File: config.mk
export PLATFORM = sky130hd
export DESIGN_NAME = vga_timing_gen_flat
export DESIGN_NICKNAME = d
export VERILOG_FILES = /design/src/rtl/vga_pkg.sv /design/src/rtl/vga_timing_gen_if.sv /design/src/rtl/vga_axis_counter.sv /design/src/rtl/vga_timing_gen.sv /design/src/flat_wrapper.sv
export SDC_FILE = /design/constraint.sdc
export NUM_CORES = 1
export LEC_CHECK = 0
export CAP_MARGIN = 20
export CORE_MARGIN = 2
export CORE_UTILIZATION = 50
export CTS_CLUSTER_SIZE = 8
export DETAILED_ROUTE_END_ITERATION = 16
export PLACE_DENSITY = 0.81
export SYNTH_ARGS = -nofsm -noshare
export SYNTH_HDL_FRONTEND = slang
export SYNTH_SLANG_ARGS = --single-unit
export TNS_END_PERCENT = 30
File: constraint.sdc
create_clock -name clock_25 -period 2.65 [get_ports clock_25]
set_input_delay 0.53 -clock clock_25 [delete_from_list [all_inputs] [get_ports clock_25]]
set_output_delay 0.53 -clock clock_25 [all_outputs]
set_load 0.01 [all_outputs]
File: src/rtl/vga_pkg.sv
// Shared VGA timing defaults (640x480@60), sync polarity constants and helpers
// used by vga_timing_gen and its per-axis counters.
package vga_pkg;

    localparam int H_DISPLAY_640     = 640;
    localparam int H_FRONT_PORCH_640 = 16;
    localparam int H_SYNC_PULSE_640  = 96;
    localparam int H_BACK_PORCH_640  = 48;
    localparam int V_DISPLAY_480     = 480;
    localparam int V_FRONT_PORCH_480 = 10;
    localparam int V_SYNC_PULSE_480  = 2;
    localparam int V_BACK_PORCH_480  = 33;

    localparam bit SYNC_ACTIVE_LOW  = 1'b0;
    localparam bit SYNC_ACTIVE_HIGH = 1'b1;
    localparam int MAX_PIPE_DELAY   = 4;

    typedef struct packed {
        logic display_area;
        logic h_sync;
        logic v_sync;
    } vga_sig_t;

    function automatic int seg_total(input int display, input int front,
                                     input int sync, input int back);
        return display + front + sync + back;
    endfunction

    // RGB444 colour bars, left to right; anything past the eighth bar is black.
    function automatic logic [11:0] bar_colour(input int idx);
        case (idx)
            0:       return 12'hFFF;
            1:       return 12'hFF0;
            2:       return 12'h0FF;
            3:       return 12'h0F0;
            4:       return 12'hF0F;
            5:       return 12'hF00;
            6:       return 12'h00F;
            default: return 12'h000;
        endcase
    endfunction

endpackage

File: src/rtl/vga_timing_gen_if.sv
// Video output bundle from vga_timing_gen to the renderer / colour mux.
// rgb exists only when VGA_TEST_PATTERN_EN is defined.
interface vga_timing_gen_if #(
    parameter int COORD_BITS     = 10,
    parameter int FRAME_CNT_BITS = 8
);
    logic [COORD_BITS-1:0]     X;
    logic [COORD_BITS-1:0]     Y;
    logic                      display_area;
    logic                      h_sync;
    logic                      v_sync;
    logic                      line_tik;
    logic                      frame_tik;
    logic [FRAME_CNT_BITS-1:0] frame_count;
`ifdef VGA_TEST_PATTERN_EN
    logic [11:0]               rgb;
`endif

    modport master (
        output X, Y, display_area, h_sync, v_sync, line_tik, frame_tik, frame_count
`ifdef VGA_TEST_PATTERN_EN
        , output rgb
`endif
    );

    modport slave (
        input X, Y, display_area, h_sync, v_sync, line_tik, frame_tik, frame_count
`ifdef VGA_TEST_PATTERN_EN
        , input rgb
`endif
    );
endinterface

File: src/rtl/vga_axis_counter.sv
// One timing axis: wrapping position counter plus active/sync segment decode.
// carry pulses on the advancing cycle that wraps the counter.
module vga_axis_counter
    import vga_pkg::*;
#(
    parameter int DISPLAY     = H_DISPLAY_640,
    parameter int FRONT_PORCH = H_FRONT_PORCH_640,
    parameter int SYNC_PULSE  = H_SYNC_PULSE_640,
    parameter int BACK_PORCH  = H_BACK_PORCH_640,
    parameter int CNT_BITS    = 10
) (
    input  logic                clock_25,
    input  logic                reset,
    input  logic                advance,
    output logic [CNT_BITS-1:0] count,
    output logic                active,
    output logic                in_sync,
    output logic                end_active,
    output logic                carry
);
    localparam int TOTAL      = seg_total(DISPLAY, FRONT_PORCH, SYNC_PULSE, BACK_PORCH);
    localparam int SYNC_START = DISPLAY + FRONT_PORCH;
    localparam int SYNC_END   = SYNC_START + SYNC_PULSE;

    logic [31:0] cnt_w;
    logic        at_wrap;

    // Decode in 32 bits so SYNC_END == TOTAL cannot overflow CNT_BITS.
    assign cnt_w      = 32'(count);
    assign at_wrap    = (cnt_w == 32'(TOTAL - 1));
    assign active     = (cnt_w < 32'(DISPLAY));
    assign in_sync    = (cnt_w >= 32'(SYNC_START)) && (cnt_w < 32'(SYNC_END));
    assign end_active = advance && (cnt_w == 32'(DISPLAY - 1));
    assign carry      = advance && at_wrap;

    always_ff @(posedge clock_25) begin
        if (reset)
            count <= '0;
        else if (advance)
            count <= at_wrap ? '0 : count + 1'b1;
    end

endmodule

File: src/rtl/vga_timing_gen.sv
// Parametrised VGA timing generator with pixel enable, ticks, frame counter and
// pixel-aligned output delay. Define VGA_TEST_PATTERN_EN to add a colour-bar rgb output.
module vga_timing_gen
    import vga_pkg::*;
#(
    parameter int H_DISPLAY      = H_DISPLAY_640,
    parameter int H_FRONT_PORCH  = H_FRONT_PORCH_640,
    parameter int H_SYNC_PULSE   = H_SYNC_PULSE_640,
    parameter int H_BACK_PORCH   = H_BACK_PORCH_640,
    parameter int V_DISPLAY      = V_DISPLAY_480,
    parameter int V_FRONT_PORCH  = V_FRONT_PORCH_480,
    parameter int V_SYNC_PULSE   = V_SYNC_PULSE_480,
    parameter int V_BACK_PORCH   = V_BACK_PORCH_480,
    parameter bit H_SYNC_POL     = SYNC_ACTIVE_LOW,
    parameter bit V_SYNC_POL     = SYNC_ACTIVE_LOW,
    parameter int COORD_BITS     = 10,
    parameter int PIPE_DELAY     = 0,
    parameter int FRAME_CNT_BITS = 8
) (
    input  logic             clock_25,
    input  logic             reset,
    input  logic             pixel_en,
    vga_timing_gen_if.master vga
);
    localparam int H_TOTAL = seg_total(H_DISPLAY, H_FRONT_PORCH, H_SYNC_PULSE, H_BACK_PORCH);
    localparam int V_TOTAL = seg_total(V_DISPLAY, V_FRONT_PORCH, V_SYNC_PULSE, V_BACK_PORCH);
    localparam vga_sig_t SIG_IDLE = '{display_area: 1'b0, h_sync: ~H_SYNC_POL, v_sync: ~V_SYNC_POL};

    if ($clog2(H_TOTAL) > COORD_BITS || $clog2(V_TOTAL) > COORD_BITS) begin : g_bad_coord
        $fatal(1, "vga_timing_gen: COORD_BITS=%0d cannot hold H_TOTAL-1/V_TOTAL-1", COORD_BITS);
    end
    if (PIPE_DELAY < 0 || PIPE_DELAY > MAX_PIPE_DELAY) begin : g_bad_delay
        $fatal(1, "vga_timing_gen: PIPE_DELAY=%0d outside 0..%0d", PIPE_DELAY, MAX_PIPE_DELAY);
    end

    logic [COORD_BITS-1:0]     h_cnt, v_cnt;
    logic                      h_active, h_in_sync, h_end_active, h_carry;
    logic                      v_active, v_in_sync, v_end_active, v_carry_unused;
    logic                      line_tik, frame_tik;
    logic [FRAME_CNT_BITS-1:0] frame_count;
    vga_sig_t                  sig_now;
    vga_sig_t                  sig_pipe [PIPE_DELAY:0];

    vga_axis_counter #(
        .DISPLAY(H_DISPLAY), .FRONT_PORCH(H_FRONT_PORCH), .SYNC_PULSE(H_SYNC_PULSE),
        .BACK_PORCH(H_BACK_PORCH), .CNT_BITS(COORD_BITS)
    ) u_h_axis (
        .clock_25(clock_25), .reset(reset), .advance(pixel_en), .count(h_cnt),
        .active(h_active), .in_sync(h_in_sync), .end_active(h_end_active), .carry(h_carry)
    );

    vga_axis_counter #(
        .DISPLAY(V_DISPLAY), .FRONT_PORCH(V_FRONT_PORCH), .SYNC_PULSE(V_SYNC_PULSE),
        .BACK_PORCH(V_BACK_PORCH), .CNT_BITS(COORD_BITS)
    ) u_v_axis (
        .clock_25(clock_25), .reset(reset), .advance(h_carry), .count(v_cnt),
        .active(v_active), .in_sync(v_in_sync), .end_active(v_end_active), .carry(v_carry_unused)
    );

    assign sig_now = '{display_area: h_active & v_active,
                       h_sync:       h_in_sync ? H_SYNC_POL : ~H_SYNC_POL,
                       v_sync:       v_in_sync ? V_SYNC_POL : ~V_SYNC_POL};

    // Stage 0 is the decode register; further stages shift per pixel, not per clock.
    always_ff @(posedge clock_25) begin
        if (reset) begin
            for (int i = 0; i <= PIPE_DELAY; i++) sig_pipe[i] <= SIG_IDLE;
        end else if (pixel_en) begin
            sig_pipe[0] <= sig_now;
            for (int i = 1; i <= PIPE_DELAY; i++) sig_pipe[i] <= sig_pipe[i-1];
        end
    end

    // v_end_active fires on the last pixel of the last active line: entry to front porch.
    always_ff @(posedge clock_25) begin
        if (reset) begin
            line_tik    <= 1'b0;
            frame_tik   <= 1'b0;
            frame_count <= '0;
        end else begin
            line_tik  <= h_end_active & v_active;
            frame_tik <= v_end_active;
            if (v_end_active) frame_count <= frame_count + 1'b1;
        end
    end

`ifdef VGA_TEST_PATTERN_EN
    localparam int BAR_W = (H_DISPLAY / 8 > 0) ? H_DISPLAY / 8 : 1;

    logic [11:0] rgb_now;
    logic [11:0] rgb_pipe [PIPE_DELAY:0];

    always_comb begin
        rgb_now = 12'h000;
        if (h_active && v_active) begin
            if (h_cnt == '0 || h_cnt == COORD_BITS'(H_DISPLAY - 1) ||
                v_cnt == '0 || v_cnt == COORD_BITS'(V_DISPLAY - 1))
                rgb_now = 12'hFFF;
            else
                rgb_now = bar_colour(int'(h_cnt) / BAR_W);
        end
    end

    always_ff @(posedge clock_25) begin
        if (reset) begin
            for (int i = 0; i <= PIPE_DELAY; i++) rgb_pipe[i] <= 12'h000;
        end else if (pixel_en) begin
            rgb_pipe[0] <= rgb_now;
            for (int i = 1; i <= PIPE_DELAY; i++) rgb_pipe[i] <= rgb_pipe[i-1];
        end
    end

    assign vga.rgb = rgb_pipe[PIPE_DELAY];
`endif

    assign vga.X            = h_cnt;
    assign vga.Y            = v_cnt;
    assign vga.display_area = sig_pipe[PIPE_DELAY].display_area;
    assign vga.h_sync       = sig_pipe[PIPE_DELAY].h_sync;
    assign vga.v_sync       = sig_pipe[PIPE_DELAY].v_sync;
    assign vga.line_tik     = line_tik;
    assign vga.frame_tik    = frame_tik;
    assign vga.frame_count  = frame_count;

endmodule

File: src/flat_wrapper.sv
// flat-port wrapper written by rule: the top's interface ports become plain ports
module vga_timing_gen_flat import vga_pkg::*;
#(
    parameter int H_DISPLAY      = H_DISPLAY_640,
    parameter int H_FRONT_PORCH  = H_FRONT_PORCH_640,
    parameter int H_SYNC_PULSE   = H_SYNC_PULSE_640,
    parameter int H_BACK_PORCH   = H_BACK_PORCH_640,
    parameter int V_DISPLAY      = V_DISPLAY_480,
    parameter int V_FRONT_PORCH  = V_FRONT_PORCH_480,
    parameter int V_SYNC_PULSE   = V_SYNC_PULSE_480,
    parameter int V_BACK_PORCH   = V_BACK_PORCH_480,
    parameter bit H_SYNC_POL     = SYNC_ACTIVE_LOW,
    parameter bit V_SYNC_POL     = SYNC_ACTIVE_LOW,
    parameter int COORD_BITS     = 10,
    parameter int PIPE_DELAY     = 0,
    parameter int FRAME_CNT_BITS = 8
)
  (clock_25, reset, pixel_en, vga_X, vga_Y, vga_display_area, vga_h_sync, vga_v_sync, vga_line_tik, vga_frame_tik, vga_frame_count);
  vga_timing_gen_if #(.COORD_BITS(COORD_BITS), .FRAME_CNT_BITS(FRAME_CNT_BITS)) vga_i ();
  input  logic clock_25;
  input  logic reset;
  input  logic pixel_en;
  output wire logic [$bits(vga_i.X)-1:0] vga_X;
  output wire logic [$bits(vga_i.Y)-1:0] vga_Y;
  output wire logic [$bits(vga_i.display_area)-1:0] vga_display_area;
  output wire logic [$bits(vga_i.h_sync)-1:0] vga_h_sync;
  output wire logic [$bits(vga_i.v_sync)-1:0] vga_v_sync;
  output wire logic [$bits(vga_i.line_tik)-1:0] vga_line_tik;
  output wire logic [$bits(vga_i.frame_tik)-1:0] vga_frame_tik;
  output wire logic [$bits(vga_i.frame_count)-1:0] vga_frame_count;
  assign vga_X = vga_i.X;
  assign vga_Y = vga_i.Y;
  assign vga_display_area = vga_i.display_area;
  assign vga_h_sync = vga_i.h_sync;
  assign vga_v_sync = vga_i.v_sync;
  assign vga_line_tik = vga_i.line_tik;
  assign vga_frame_tik = vga_i.frame_tik;
  assign vga_frame_count = vga_i.frame_count;
  vga_timing_gen #(.H_DISPLAY(H_DISPLAY), .H_FRONT_PORCH(H_FRONT_PORCH), .H_SYNC_PULSE(H_SYNC_PULSE), .H_BACK_PORCH(H_BACK_PORCH), .V_DISPLAY(V_DISPLAY), .V_FRONT_PORCH(V_FRONT_PORCH), .V_SYNC_PULSE(V_SYNC_PULSE), .V_BACK_PORCH(V_BACK_PORCH), .H_SYNC_POL(H_SYNC_POL), .V_SYNC_POL(V_SYNC_POL), .COORD_BITS(COORD_BITS), .PIPE_DELAY(PIPE_DELAY), .FRAME_CNT_BITS(FRAME_CNT_BITS)) u_core (.clock_25(clock_25), .reset(reset), .pixel_en(pixel_en), .vga(vga_i));
endmodule
# Word-level counts from Yosys, hierarchy flattened
# Memories as Yosys holds them, arrays and structs flattened.
# Index checks and enable logic that the tools add are counted.
dict set report totals {
  ff_bits 30
  ram_bits 3
  output_inout_bits 33
  mem_count 1
}
# name words word_bits read_ports rd_ports_with_merged_regs write_ports line
set memory_table {}
lappend memory_table {u_core.sig_pipe 1 3 1 0 1 vga_timing_gen.sv:42} ;# vga_sig_t sig_pipe [PIPE_DELAY:0];
dict set report op_classes {
  n_addsub 3
  n_lt_le_gt_ge 6
  eq_ne 4
  muxes 11
  bitwise_logic 2
  reduce_logical 6
}
# operator n
set ops {}
lappend ops {{10-bit equality test (second input constant)} 3}
lappend ops {{10-bit by 1-bit adder with 10-bit output (second input constant)} 2}
lappend ops {{10-bit < comparator (second input constant)} 2}
lappend ops {{10-bit by 9-bit < comparator with 1-bit output (second input constant)} 2}
lappend ops {{10-bit 2-to-1 mux} 2}
lappend ops {{10-bit by 9-bit equality test with 1-bit output (second input constant)} 1}
lappend ops {{10-bit greater-or-equal comparator (second input constant)} 1}
lappend ops {{10-bit by 9-bit greater-or-equal comparator with 1-bit output (second input constant)} 1}
lappend ops {{8-bit by 1-bit adder with 8-bit output (second input constant)} 1}
lappend ops {{1-bit 2-to-1 mux} 8}
lappend ops {{1-bit logical AND} 5}
lappend ops {{3-bit 2-to-1 mux} 1}
lappend ops {{3-bit OR reduction} 1}
lappend ops {{1-bit bitwise AND} 2}

# Depth between registers and ports, before layout
# Gate-level depths: netlist of run 1.
dict set report depth {
  ltp_word 5
  mapped_depth 7
  mapped_depth_nobuf 6
}

# By module
# Synthesis of run 1 repeated with hierarchy kept, for this count alone.
dict set report hier_totals {
  hier_cells 179
  area_unflattened_um2 1625.3
}
# mod n_inst cells_per_inst area_per_inst_um2 seq_area_each_um2
set modules_own_cells {}
lappend modules_own_cells {{vga_axis_counter at u_core.u_h_axis} 1 66 556.8 200.2}
lappend modules_own_cells {{vga_axis_counter at u_core.u_v_axis} 1 63 550.5 200.2}
lappend modules_own_cells {vga_timing_gen 1 50 518.0 290.3}

# Worst setup path before layout of run 1
# Ideal clock, no wire load.
dict set report synth_path {
  path_kind {reg2reg}
  startpoint {register u_core.u_h_axis.count[1]}
  endpoint {register u_core.u_v_axis.count[9]}
  setup_time_ps 66
  arrival_time_ps 1954
  setup_slack_ps 629
  stages_incl_launch_ff 6
  n_path_buf 0
  period_less_slack_ps 2021
  cell_sequence {dfxtp_1 > ha_1 > nand4_2 > or4_4 > or4_4 > a21oi_2}
}
dict set report synth_between {
  elab_chain_cells 2
}
# element line
set synth_rtl {}
lappend synth_rtl {{from (decl)} vga_axis_counter.sv:15} ;# output logic [CNT_BITS-1:0] count,
lappend synth_rtl {{from (signal assigned)} vga_axis_counter.sv:40} ;# count <= at_wrap ? '0 : count + 1'b1;
lappend synth_rtl {{10-bit equality test} vga_axis_counter.sv:30} ;# assign at_wrap = (cnt_w == 32'(TOTAL - 1));
lappend synth_rtl {{1-bit logical AND} vga_axis_counter.sv:34} ;# assign carry = advance && at_wrap;
lappend synth_rtl {{to (signal assigned)} vga_axis_counter.sv:40}
lappend synth_rtl {{to (decl)} vga_axis_counter.sv:15}
# Every way passes these cells.
# A chain may end at the register's enable or synchronous reset.

# Final worst setup path of run 1
dict set report layout_path {
  startpoint {register u_core.u_h_axis.count[0]}
  endpoint {register u_core.frame_count[4], in the netlist u_core.vga.frame_count[4]}
}
dict set report layout_between {
  elab_chain_cells 3
}
# element line
set layout_rtl {}
lappend layout_rtl {{10-bit equality test} vga_axis_counter.sv:30}
lappend layout_rtl {{1-bit logical AND} vga_axis_counter.sv:34}
lappend layout_rtl {{1-bit logical AND} vga_axis_counter.sv:33} ;# assign end_active = advance && (cnt_w == 32'(DISPLAY - 1));
lappend layout_rtl {{to (signal assigned)} vga_timing_gen.sv:83} ;# if (v_end_active) frame_count <= frame_count + 1'b1;
lappend layout_rtl {{to (decl)} vga_timing_gen.sv:40} ;# logic [FRAME_CNT_BITS-1:0] frame_count;
# Every way passes these cells.

==> run_results.csv, run 1 <==
group,metric,value,unit
timing,fin_crit_sh,85.38,%
grt,grt_usage,22.28,%
pwr,clkPwrFrac,32.4,%
clocking,cts_hold_buf,0,
timing,slew_headroom,70.63,%
logic_synthesis,ys_top_cells_by_area,"dfxtp_1 36%, edfxtp_1 5.4%, a21oi_1 5.1%",
placement,place.gp.congestion,0.9765,
pwr,combPwrFrac,4.8,%
route,drtAntennaViolNets,0,
clocking,cts.sinks,33,
timing,setup_viol,0,
logic_synthesis,synthArstFlopShare,0,%
route,route.detailed.drc,0,
clocking,clk_transition_reported_paths,0.10,ns
placement,io_buffers,35,
clocking,cts_max_path_buffers,2,
grt,grt_pass1_wl,6368,um
die,core,3103,um2
timing,fin_crit,2.263,ns
route,via_per_inst,5.842,
timing,slew_viol_final,0,
route,drtPass1Iterations,4,
die,die_area,3798,um2
pwr,p_sw,0.0001929,W
logic_synthesis,yosys_most_used_dff,"dfxtp_1",
logic_synthesis,synth_nets,199,
die,die_y,61.63,um
pwr,switching_share,23.68,%
grt,gr-total-overflow,0,
timing,hold_viol_final,0,
route,vias,1589,
clocking,numCtsBuffers,5,
worst_setup_path,crit_path_end_kind,"flop",
clocking,post-cts-setup-buffers,0,
pwr,intPower,0.0006217,W
die,initial_core_util,53.51,%
timing,fmax,442.0,MHz
logic_synthesis,synth.largest_area_cell,"dfxtp_1",
logic_synthesis,synth_cell_types,36,
layout,drive_above_1_share,8.772,%
worst_setup_path,arrival,2.52,ns
grt,grt_max_degree,16,
timing,worstMarginPinSlew,0.4406,ns
die,rows,20,
route,first_iter_violations,133,
timing,setup_tns,0,ns
grt,grt_pass1_vias,1491,
worst_setup_path,worstPathMaxFanout,15,
clocking,clock_latency,0.34,ns
grt,antenna_found_initial,0,
layout,diodes,0,
logic_synthesis,synth_seq_cells,33,
clocking,cts.repair.resized,0,
worst_setup_path,crit_type,"reg2reg",
layout,utilization,67.86,%
route,wirelength,3814,um
job,maxCapViolations,0,
pwr,leakagePower,0.7015,nW
logic_synthesis,yosysWarnings,0,
die,ios,36,
pwr,pwr-share-seq,62.8,%
logic_synthesis,syn_area_per_cell,8.693,um2
die,die_w,61.63,um
route,wl_per_cell,14.02,um
worst_hold_path,hp-class,"reg2reg",
pwr,ir_drop,291.4,uV
worst_setup_path,startpoint_type,"flop",
timing,skew,0.009993,ns
timing,rsz0062_at_grt,"false",
clocking,h-tree-depth,2,
logic_synthesis,syn_area,1660,um2
pwr,power_density,386.8,nW/um2
layout,finalNetCount,235,
clocking,cts_tree,"done",
status,status,"finished, final reports clean",
logic_synthesis,synth_edf_count,3,
logic_synthesis,syn_inst,191,
placement,dp_hpwl,2769,um
clocking,root_buffer,"clkbuf_4",
logic_synthesis,yosysSeqAreaShare,41.60,%
worst_setup_path,cp.required,2.91,ns
logic_synthesis,synth_top_area_share,36.17,%
layout,syn2layout_area_growth,26.83,%
layout by cell type (no fill, tap or decap), drive strengths merged, types with 4 or more instances in the layout:
cell type	netlist	layout
nand4	10	10
clkdlybuf4s50	0	35
o31ai	5	5
nand3	13	13
and3	5	5
buf	2	4
or4	8	8
nor3	4	4
xor2	4	4
a21oi	18	18
dfxtp	30	30
nor2	13	13
inv	9	9
or3	11	11
xnor2	4	4
nand2	7	7
ha	5	5
clkbuf	8	5
o21ai	9	9
layer usage:
| layer | share of wire [%] | track usage, % |
|---|---|---|
| met5 | 0 | 0 |
| met4 | 2.0 | 11.55 |
| met3 | 5.4 | 5.672 |
| met2 | 49 | 35.49 |
| met1 | 43 | 27.71 |
final timing paths:
path                                                start                         to  slack (ns)  cells after the start
worst max-delay path             u_core.u_h_axis.count[0]  u_core.vga.frame_count[4]        0.39                      5
worst min-delay path            u_core.vga.frame_count[6]  u_core.vga.frame_count[6]        0.52                      2
worst max register to register   u_core.u_h_axis.count[0]  u_core.vga.frame_count[4]        0.39                      5
worst min register to register  u_core.vga.frame_count[6]  u_core.vga.frame_count[6]        0.52                      2
power groups by stage:
stage          combinational [W]  clock, W  sequential [W]
6_report               0.0000392  0.000264        0.000512
5_1_grt                0.0000429  0.000293        0.000513
4_1_cts                0.0000396  0.000272        0.000512
3_5_place_dp           0.0000395         0        0.000523
3_3_place_gp           0.0000388         0        0.000523
2_1_floorplan          0.0000169         0        0.000525
critical path: stages, from the launching register on:
cell,delay [ns]
dfxtp_1,0.43
ha_1,0.25
nand4_2,0.19
or3_1,0.60
or4_1,0.56
a21oi_1,0.15
logic make-up (layout without fill, tap and decap cells):
group / Yosys count / after routing / share of synthesized area [%]
mux: 2 / 2 / 1.356
buf+inv: 19 / 56 / 4.446
fa+ha+maj: 5 / 5 / 3.768
simple gates: 90 / 90 / 32.78
xor+xnor: 8 / 8 / 4.220
compound gates: 34 / 34 / 11.83
flops: 33 / 33 / 41.60
registers in the layout, indices dropped and copies added (netlist names):
register and count:
u_core.u_h_axis.count 10, u_core.u_v_axis.count 10, u_core.vga.frame_count 8, u_core.sig_pipe 3, u_core.vga.frame_tik 1, u_core.vga.line_tik 1
synthesized netlist by cell type (3+ instances only):
cell type and instances:
or4_1 5, or3_1 11, edfxtp_1 3, nand2_1 7, xor2_1 4, nor3_1 4
inv_1 9, nand3_1 13, nand4_1 9, xnor2_1 4, nor4_1 3, nor2_1 13
o21ai_0 9, and4_1 3, a21oi_1 17, o31ai_1 5, dfxtp_1 30, or4_4 3
and2_1 3, ha_1 5, and3_1 5, clkbuf_1 8
final cells by class:
| class | instances | area (um2) |
|---|---|---|
| repair buffers | 39 | 380.4 |
| flip-flops and latches | 33 | 690.7 |
| clock inverters | 3 | 12.51 |
| well taps | 44 | 55.05 |
| multi-input cells | 139 | 895.9 |
| inverters | 9 | 33.78 |
| clock buffers | 5 | 37.54 |
| fillers | 285 | 997.2 |
stage by stage:
step | worst slack, ns | cell area, um2 | cells | total power, W | hold WS, ns
global route | 0.2791 | 2106 | 272 | 0.0008486 | 0.5531
CTS | 0.4005 | 2106 | 272 | 0.0008233 | 0.5181
floorplan | 0.6293 | 1660 | 191 | 0.0005419 | 0.4984
detailed placement | 0.2140 | 2056 | 264 | 0.0005627 | 0.5010
global placement | 0.2591 | 2056 | 264 | 0.0005616 | 0.4778
finish | 0.3875 | 2106 | 272 | 0.0008146 | 0.5176
(Power assumes the default switching activity.)
==> inputs of run 2 (changes only) <==
- CORE_UTILIZATION: 50 -> 52
- CTS_BUF_LIST: unset -> sky130_fd_sc_hd__clkbuf_2 sky130_fd_sc_hd__clkbuf_4 sky130_fd_sc_hd__clkbuf_8
- PLACE_DENSITY: 0.81 -> 0.84
==> run 2 against run 1 <==
  * Sequential cell count unchanged
  * Clock power up 44%
  * Critical path depth unchanged
  * Worst hold slack better by 0.015 ns
  * Register-to-register slack better by 0.03 ns
  * Cell count unchanged
  * Total power up 14%
  * Clock skew up 0.0040 ns
  * Highest routed layer unchanged
==> run_results.csv, run 2 (synthesized netlist as in run 1, its figures left out) <==
group,metric,value,unit
status,status,"finished, final reports clean",
worst_setup_path,crit_type,"reg2reg",
route,drtPass1Iterations,4,
route,wl_per_cell,14.72,um
worst_hold_path,hp-class,"reg2reg",
timing,fin_crit_sh,84.40,%
timing,setup_tns,0,ns
die,rows,20,
worst_setup_path,startpoint_type,"flop",
clocking,numCtsBuffers,5,
worst_setup_path,arrival,2.51,ns
die,ios,36,
die,die_area,3661,um2
route,via_per_inst,5.809,
worst_setup_path,cp.required,2.93,ns
timing,setup_viol,0,
clocking,clk_transition_reported_paths,0.11,ns
grt,gr-total-overflow,0,
layout,final_common_cell,"clkdlybuf4s50_1",
placement,dp_hpwl,2881,um
placement,place.gp.congestion,0.8789,
worst_setup_path,ff2ff_path_depth,5,
route,vias,1580,
timing,slew_viol_final,0,
clocking,cts_hold_buf,0,
job,maxCapViolations,0,
worst_setup_path,cp_slowest_cell,"or3_1",
clocking,root_buffer,"clkbuf_4",
layout,final_cell_mix,"35 x clkdlybuf4s50_1, 30 x dfxtp_1, 17 x a21oi_1, 13 x nor2_1, 13 x nand3_1",
pwr,power_density,435.5,nW/um2
worst_hold_path,min_delay_path_depth,2,
layout,fillCellCount,267,
clocking,cts.sinks,33,
pwr,ir_drop,351.5,uV
timing,worstMarginPinSlew,0.4355,ns
worst_setup_path,crit_path_end_kind,"flop",
clocking,h-tree-depth,2,
timing,fin_crit,2.237,ns
timing,fmax,447.1,MHz
timing,skew,0.01400,ns
die,initial_core_util,54.39,%
layout,drive_above_1_share,9.211,%
grt,grt_pass1_wl,6706,um
layout,finalNetCount,235,
clocking,cts.repair.resized,0,
clocking,cts_max_path_buffers,2,
route,route.detailed.drc,0,
layout,largestRegisters,"u_core.u_h_axis.count: 10 flops, u_core.u_v_axis.count: 10 flops, u_core.vga.frame_count: 8 flops",
timing,hold_viol_final,0,
grt,grt_max_degree,16,
layout,syn2layout_area_growth,28.56,%
route,wirelength,4005,um
grt,antenna_found_initial,0,
worst_setup_path,timing.rr.start,"u_core.u_h_axis.count[0]",
layout,seq_area,690.7,um2
layout,multi_input_area,895.9,um2
route,drtAntennaViolNets,0,
worst_setup_path,cp_top_family,"simple AND/OR/NAND/NOR gates",
die,die_y,60.51,um
worst_setup_path,worstPathMaxFanout,15,
layout,diodes,0,
worst_setup_path,crit_start,"u_core.u_h_axis.count[0]",
die,core,3053,um2
clocking,cts_tree,"done",
worst_setup_path,crit_chain,"ha_1, nand4_2, or3_1, or4_1, a21oi_1",
worst_setup_path,crit_buf_inv,0,
grt,grt_usage,24.23,%
worst_setup_path,cp_num_cells,5,
pwr,power.total,0.0009295,W
route,first_iter_violations,72,
worst_setup_path,critical-path-max-stage-delay,0.60,ns
timing,rsz0062_at_grt,"false",
clocking,post-cts-setup-buffers,0,
grt,grt_pass1_vias,1443,
pwr,leakagePower,0.7148,nW
timing,slew_headroom,70.88,%
worst_hold_path,worstHoldStart,"u_core.u_h_axis.count[1]",
placement,io_buffers,35,
clocking,clock_latency,0.34,ns
die,die_w,60.51,um
-- run 2: cell count changes in the layout (fill, tap and decap cells not counted), sizes merged --
| cell | previous run | this run |
|---|---|---|
| bufinv | 0 | 1 |
| clkbuf | 5 | 6 |
| clkinv | 3 | 1 |
-- run 2: metal layers --
metal	routed length, um	track usage, %
met5	0	0
met1	1739	29.72
met2	1991	40.68
met3	216	6.610
met4	57	9.317
-- run 2: worst register-to-register path: cells and delay by family, from the launching register on --
kind	cells	cell delay, ns
adders and majority gates	1	0.23
AOI/OAI and AO/OA	1	0.15
DFF	1	0.42
and+or+nand+nor	3	1.37
-- run 2: path summary, 6_finish.rpt --
check                                            endpoint  slack (ns)
worst max-delay path            u_core.vga.frame_count[3]        0.41
worst min-delay path             u_core.u_h_axis.count[1]        0.53
worst max register to register  u_core.vga.frame_count[3]        0.41
worst min register to register   u_core.u_h_axis.count[1]        0.53
-- run 2: power breakdown --
group	internal (W)	leakage, nW	switching, W
clock network	0.000207	0.0433	0.000172
logic	0.0000182	0.401	0.0000210
registers	0.000508	0.271	0.00000378
total	0.000733	0.715	0.000197
-- run 2: final cells by class --
| type | instances | area share (%) |
|---|---|---|
| clock buffers | 6 | 2.110 |
| clock inverters | 2 | 1.583 |
| inverters | 9 | 1.583 |
| multi-input cells | 139 | 41.97 |
| flip-flops and latches | 33 | 32.36 |
| well taps | 44 | 2.579 |
| repair buffers | 39 | 17.82 |
-- run 2: metrics by stage --
stage | util [%] | hold slack [ns] | std cells | setup slack (ns) | instance area, um2
2_1_floorplan | - | 0.4984 | 191 | 0.6293 | 1660
3_3_place_gp | 67.34 | 0.4807 | 264 | 0.2640 | 2056
3_5_place_dp | 67.34 | 0.5063 | 264 | 0.1956 | 2056
4_1_cts | 69.92 | 0.5341 | 272 | 0.4128 | 2135
5_1_grt | 69.92 | 0.5607 | 272 | 0.2565 | 2135
6_report | 69.92 | 0.5325 | 272 | 0.4135 | 2135
==> inputs of run 3 (changes only) <==
- CORE_UTILIZATION: 52 -> 47
- PLACE_DENSITY: 0.84 -> 0.8
- clock period: 2.65 -> 1.9 ns (I/O delays scaled with it)
==> run 3 against run 2 <==
  * Clock skew decreased by 0.0033 ns
  * Die area rose by 9.9%
  * Register-to-register slack worse by 0.33 ns
  * Cell count rose by 11%
  * Critical endpoint is now u_core.u_v_axis.count[8]
  * Largest power group unchanged
==> run_results.csv, run 3 (synthesized netlist as in run 1, its figures left out) <==
group,metric,value,unit
clocking,clk_transition_reported_paths,0.10,ns
layout,final_area,2416,um2
die,die_area,4024,um2
layout,syn2layout_area_growth,45.52,%
route,route.detailed.drc,0,
worst_setup_path,critical-path-max-stage-delay,0.52,ns
pwr,leakagePower,0.8746,nW
die,ios,36,
die,initial_core_util,49.37,%
timing,worstMarginPinSlew,0.3819,ns
worst_setup_path,ff2ff_path_depth,5,
layout,fillCellCount,269,
worst_hold_path,min_delay_path_depth,2,
clocking,numCtsBuffers,5,
timing,slew_headroom,74.18,%
worst_setup_path,crit_type,"reg2reg",
route,drtAntennaViolNets,0,
route,via_per_inst,5.566,
worst_setup_path,cp.required,2.18,ns
die,die_y,63.44,um
placement,place.gp.congestion,0.9366,
worst_setup_path,arrival,2.10,ns
route,vias,1681,
route,wirelength,4231,um
die,die_w,63.44,um
grt,grt_max_degree,15,
worst_setup_path,endpoint,"u_core.u_v_axis.count[8]",
layout,final_cell_mix,"34 x clkdlybuf4s50_1, 30 x buf_4, 23 x dfxtp_1, 15 x a21oi_1",
clocking,cts_hold_buf,0,
placement,place_ws,-0.3681,ns
clocking,cts.sinks,33,
clocking,h-tree-depth,2,
timing,fmax,549.9,MHz
route,wl_per_cell,14.01,um
layout,multi_input_area,957.2,um2
layout,diodes,0,
timing,skew,0.01073,ns
die,rows,21,
die,core,3363,um2
pwr,power.total,0.001180,W
worst_setup_path,crit_path_end_kind,"flop",
timing,slew_viol_final,0,
worst_setup_path,cp_slowest_cell,"or4_4",
timing,setup_viol,0,
worst_setup_path,crit_chain,"nand4bb_4, or4_4, buf_8, or3_1, a21oi_2",
status,status,"finished, final reports clean",
timing,fin_crit,1.819,ns
layout,drive_above_1_share,25.39,%
placement,io_buffers,35,
grt,grt_usage,21.53,%
timing,fin_ws,0.08144,ns
grt,gr-total-overflow,0,
timing,hold_viol_final,0,
clocking,clock_latency,0.34,ns
route,drtPass1Iterations,5,
worst_setup_path,rrSetupSlack,0.08,ns
job,maxCapViolations,0,
worst_setup_path,crit_buf_inv,1,
timing,fin_crit_sh,95.71,%
worst_setup_path,timing.rr.end,"u_core.u_v_axis.count[8]",
worst_setup_path,crit_start,"u_core.u_h_axis.count[6]",
clocking,root_buffer,"clkbuf_4",
placement,placed_area,2280,um2
grt,antenna_found_initial,0,
pwr,ir_drop,344.8,uV
route,first_iter_violations,169,
clocking,cts_tree,"done",
layout,largestRegisters,"u_core.u_h_axis.count: 10 flops, u_core.u_v_axis.count: 10 flops, u_core.vga.frame_count: 8 flops",
layout,final_common_cell,"clkdlybuf4s50_1",
layout,seq_area,699.4,um2
worst_hold_path,hp-class,"reg2reg",
clocking,cts_max_path_buffers,2,
grt,grt_pass1_vias,1487,
worst_setup_path,startpoint_type,"flop",
worst_setup_path,cp_num_cells,5,
worst_setup_path,cp_top_family,"simple AND/OR/NAND/NOR gates",
worst_setup_path,timing.rr.start,"u_core.u_h_axis.count[6]",
placement,dp_hpwl,2927,um
worst_setup_path,worstPathMaxFanout,14,
pwr,power_density,488.4,nW/um2
grt,grt_pass1_wl,6900,um
layout,finalNetCount,263,
==> run 3: changes by cell type in the layout (fill, tap and decap cells not counted), moves of 2 or more <==
| cell | change |
|---|---|
| clkinv_2 | +2 |
| a21oi_2 | +2 |
| dfxtp_1 | -7 |
| buf_4 | +26 |
| dfxtp_2 | +7 |
| a21oi_1 | -2 |
==> run 3: worst register-to-register path, cell delays in order (launching register included) <==
cell and delay [ns]:
dfxtp_1 0.33, nand4bb_4 0.26, or4_4 0.53, buf_8 0.16
or3_1 0.36, a21oi_2 0.13
==> run 3: report_power, final <==
group          internal [W]  leakage [nW]  switching [W]
logic             0.0000392         0.565      0.0000372
clock network      0.000155        0.0354       0.000236
registers          0.000709         0.274     0.00000377
total              0.000903         0.875       0.000277
==> run 3: through the flow <==
step	cells	util (%)	setup TNS, ns	hold slack (ns)
5_1_grt	302	71.84	-0.01050	0.5319
6_report	302	71.84	0	0.5079
3_5_place_dp	293	67.78	-5.207	0.4926
4_1_cts	301	70.13	0	0.5145
2_1_floorplan	191	-	0	0.4861
3_3_place_gp	293	67.78	-5.045	0.4866
==> run 3: area by class of cell <==
| class | instances | area share, % |
|---|---|---|
| Multi-Input combinational cell | 139 | 39.62 |
| Clock inverter | 2 | 0.4143 |
| Sequential cell | 33 | 28.95 |
| Timing Repair Buffer | 67 | 25.38 |
| Tap cell | 46 | 2.382 |
| Clock buffer | 6 | 1.864 |
| Inverter | 9 | 1.398 |
==> run 3: how the worst min path moves through the flow <==
stage	startpoint	end	slack (ns)
final	u_core.vga.frame_count[6]	u_core.vga.frame_count[6]	0.51
after global routing	pixel_en	u_core.u_h_axis.count[0]	0.53
after CTS	u_core.vga.frame_count[6]	u_core.vga.frame_count[6]	0.51
after detailed placement	u_core.vga.frame_count[6]	u_core.vga.frame_count[6]	0.49
after global placement	u_core.vga.frame_count[6]	u_core.vga.frame_count[6]	0.49
after floorplan	u_core.u_h_axis.count[1]	u_core.u_h_axis.count[1]	0.49
==> run 3: routing by layer <==
layer	part of all wire, %	global-route usage, %	vias to the layer above
met4	0.40	5.707	0
met1	46	28.27	808
met2	50	35.13	41
met5	0	0	-
li1	-	-	830
met3	3.9	5.536	2
==> run 3: timing repair <==
item                                    4_1_cts  5_1_grt
gates resized for setup                       4       13
endpoints found under the setup margin       12       15
pin swaps                                     1        2
cloned                                        0        0
setup buffers                                 0        1
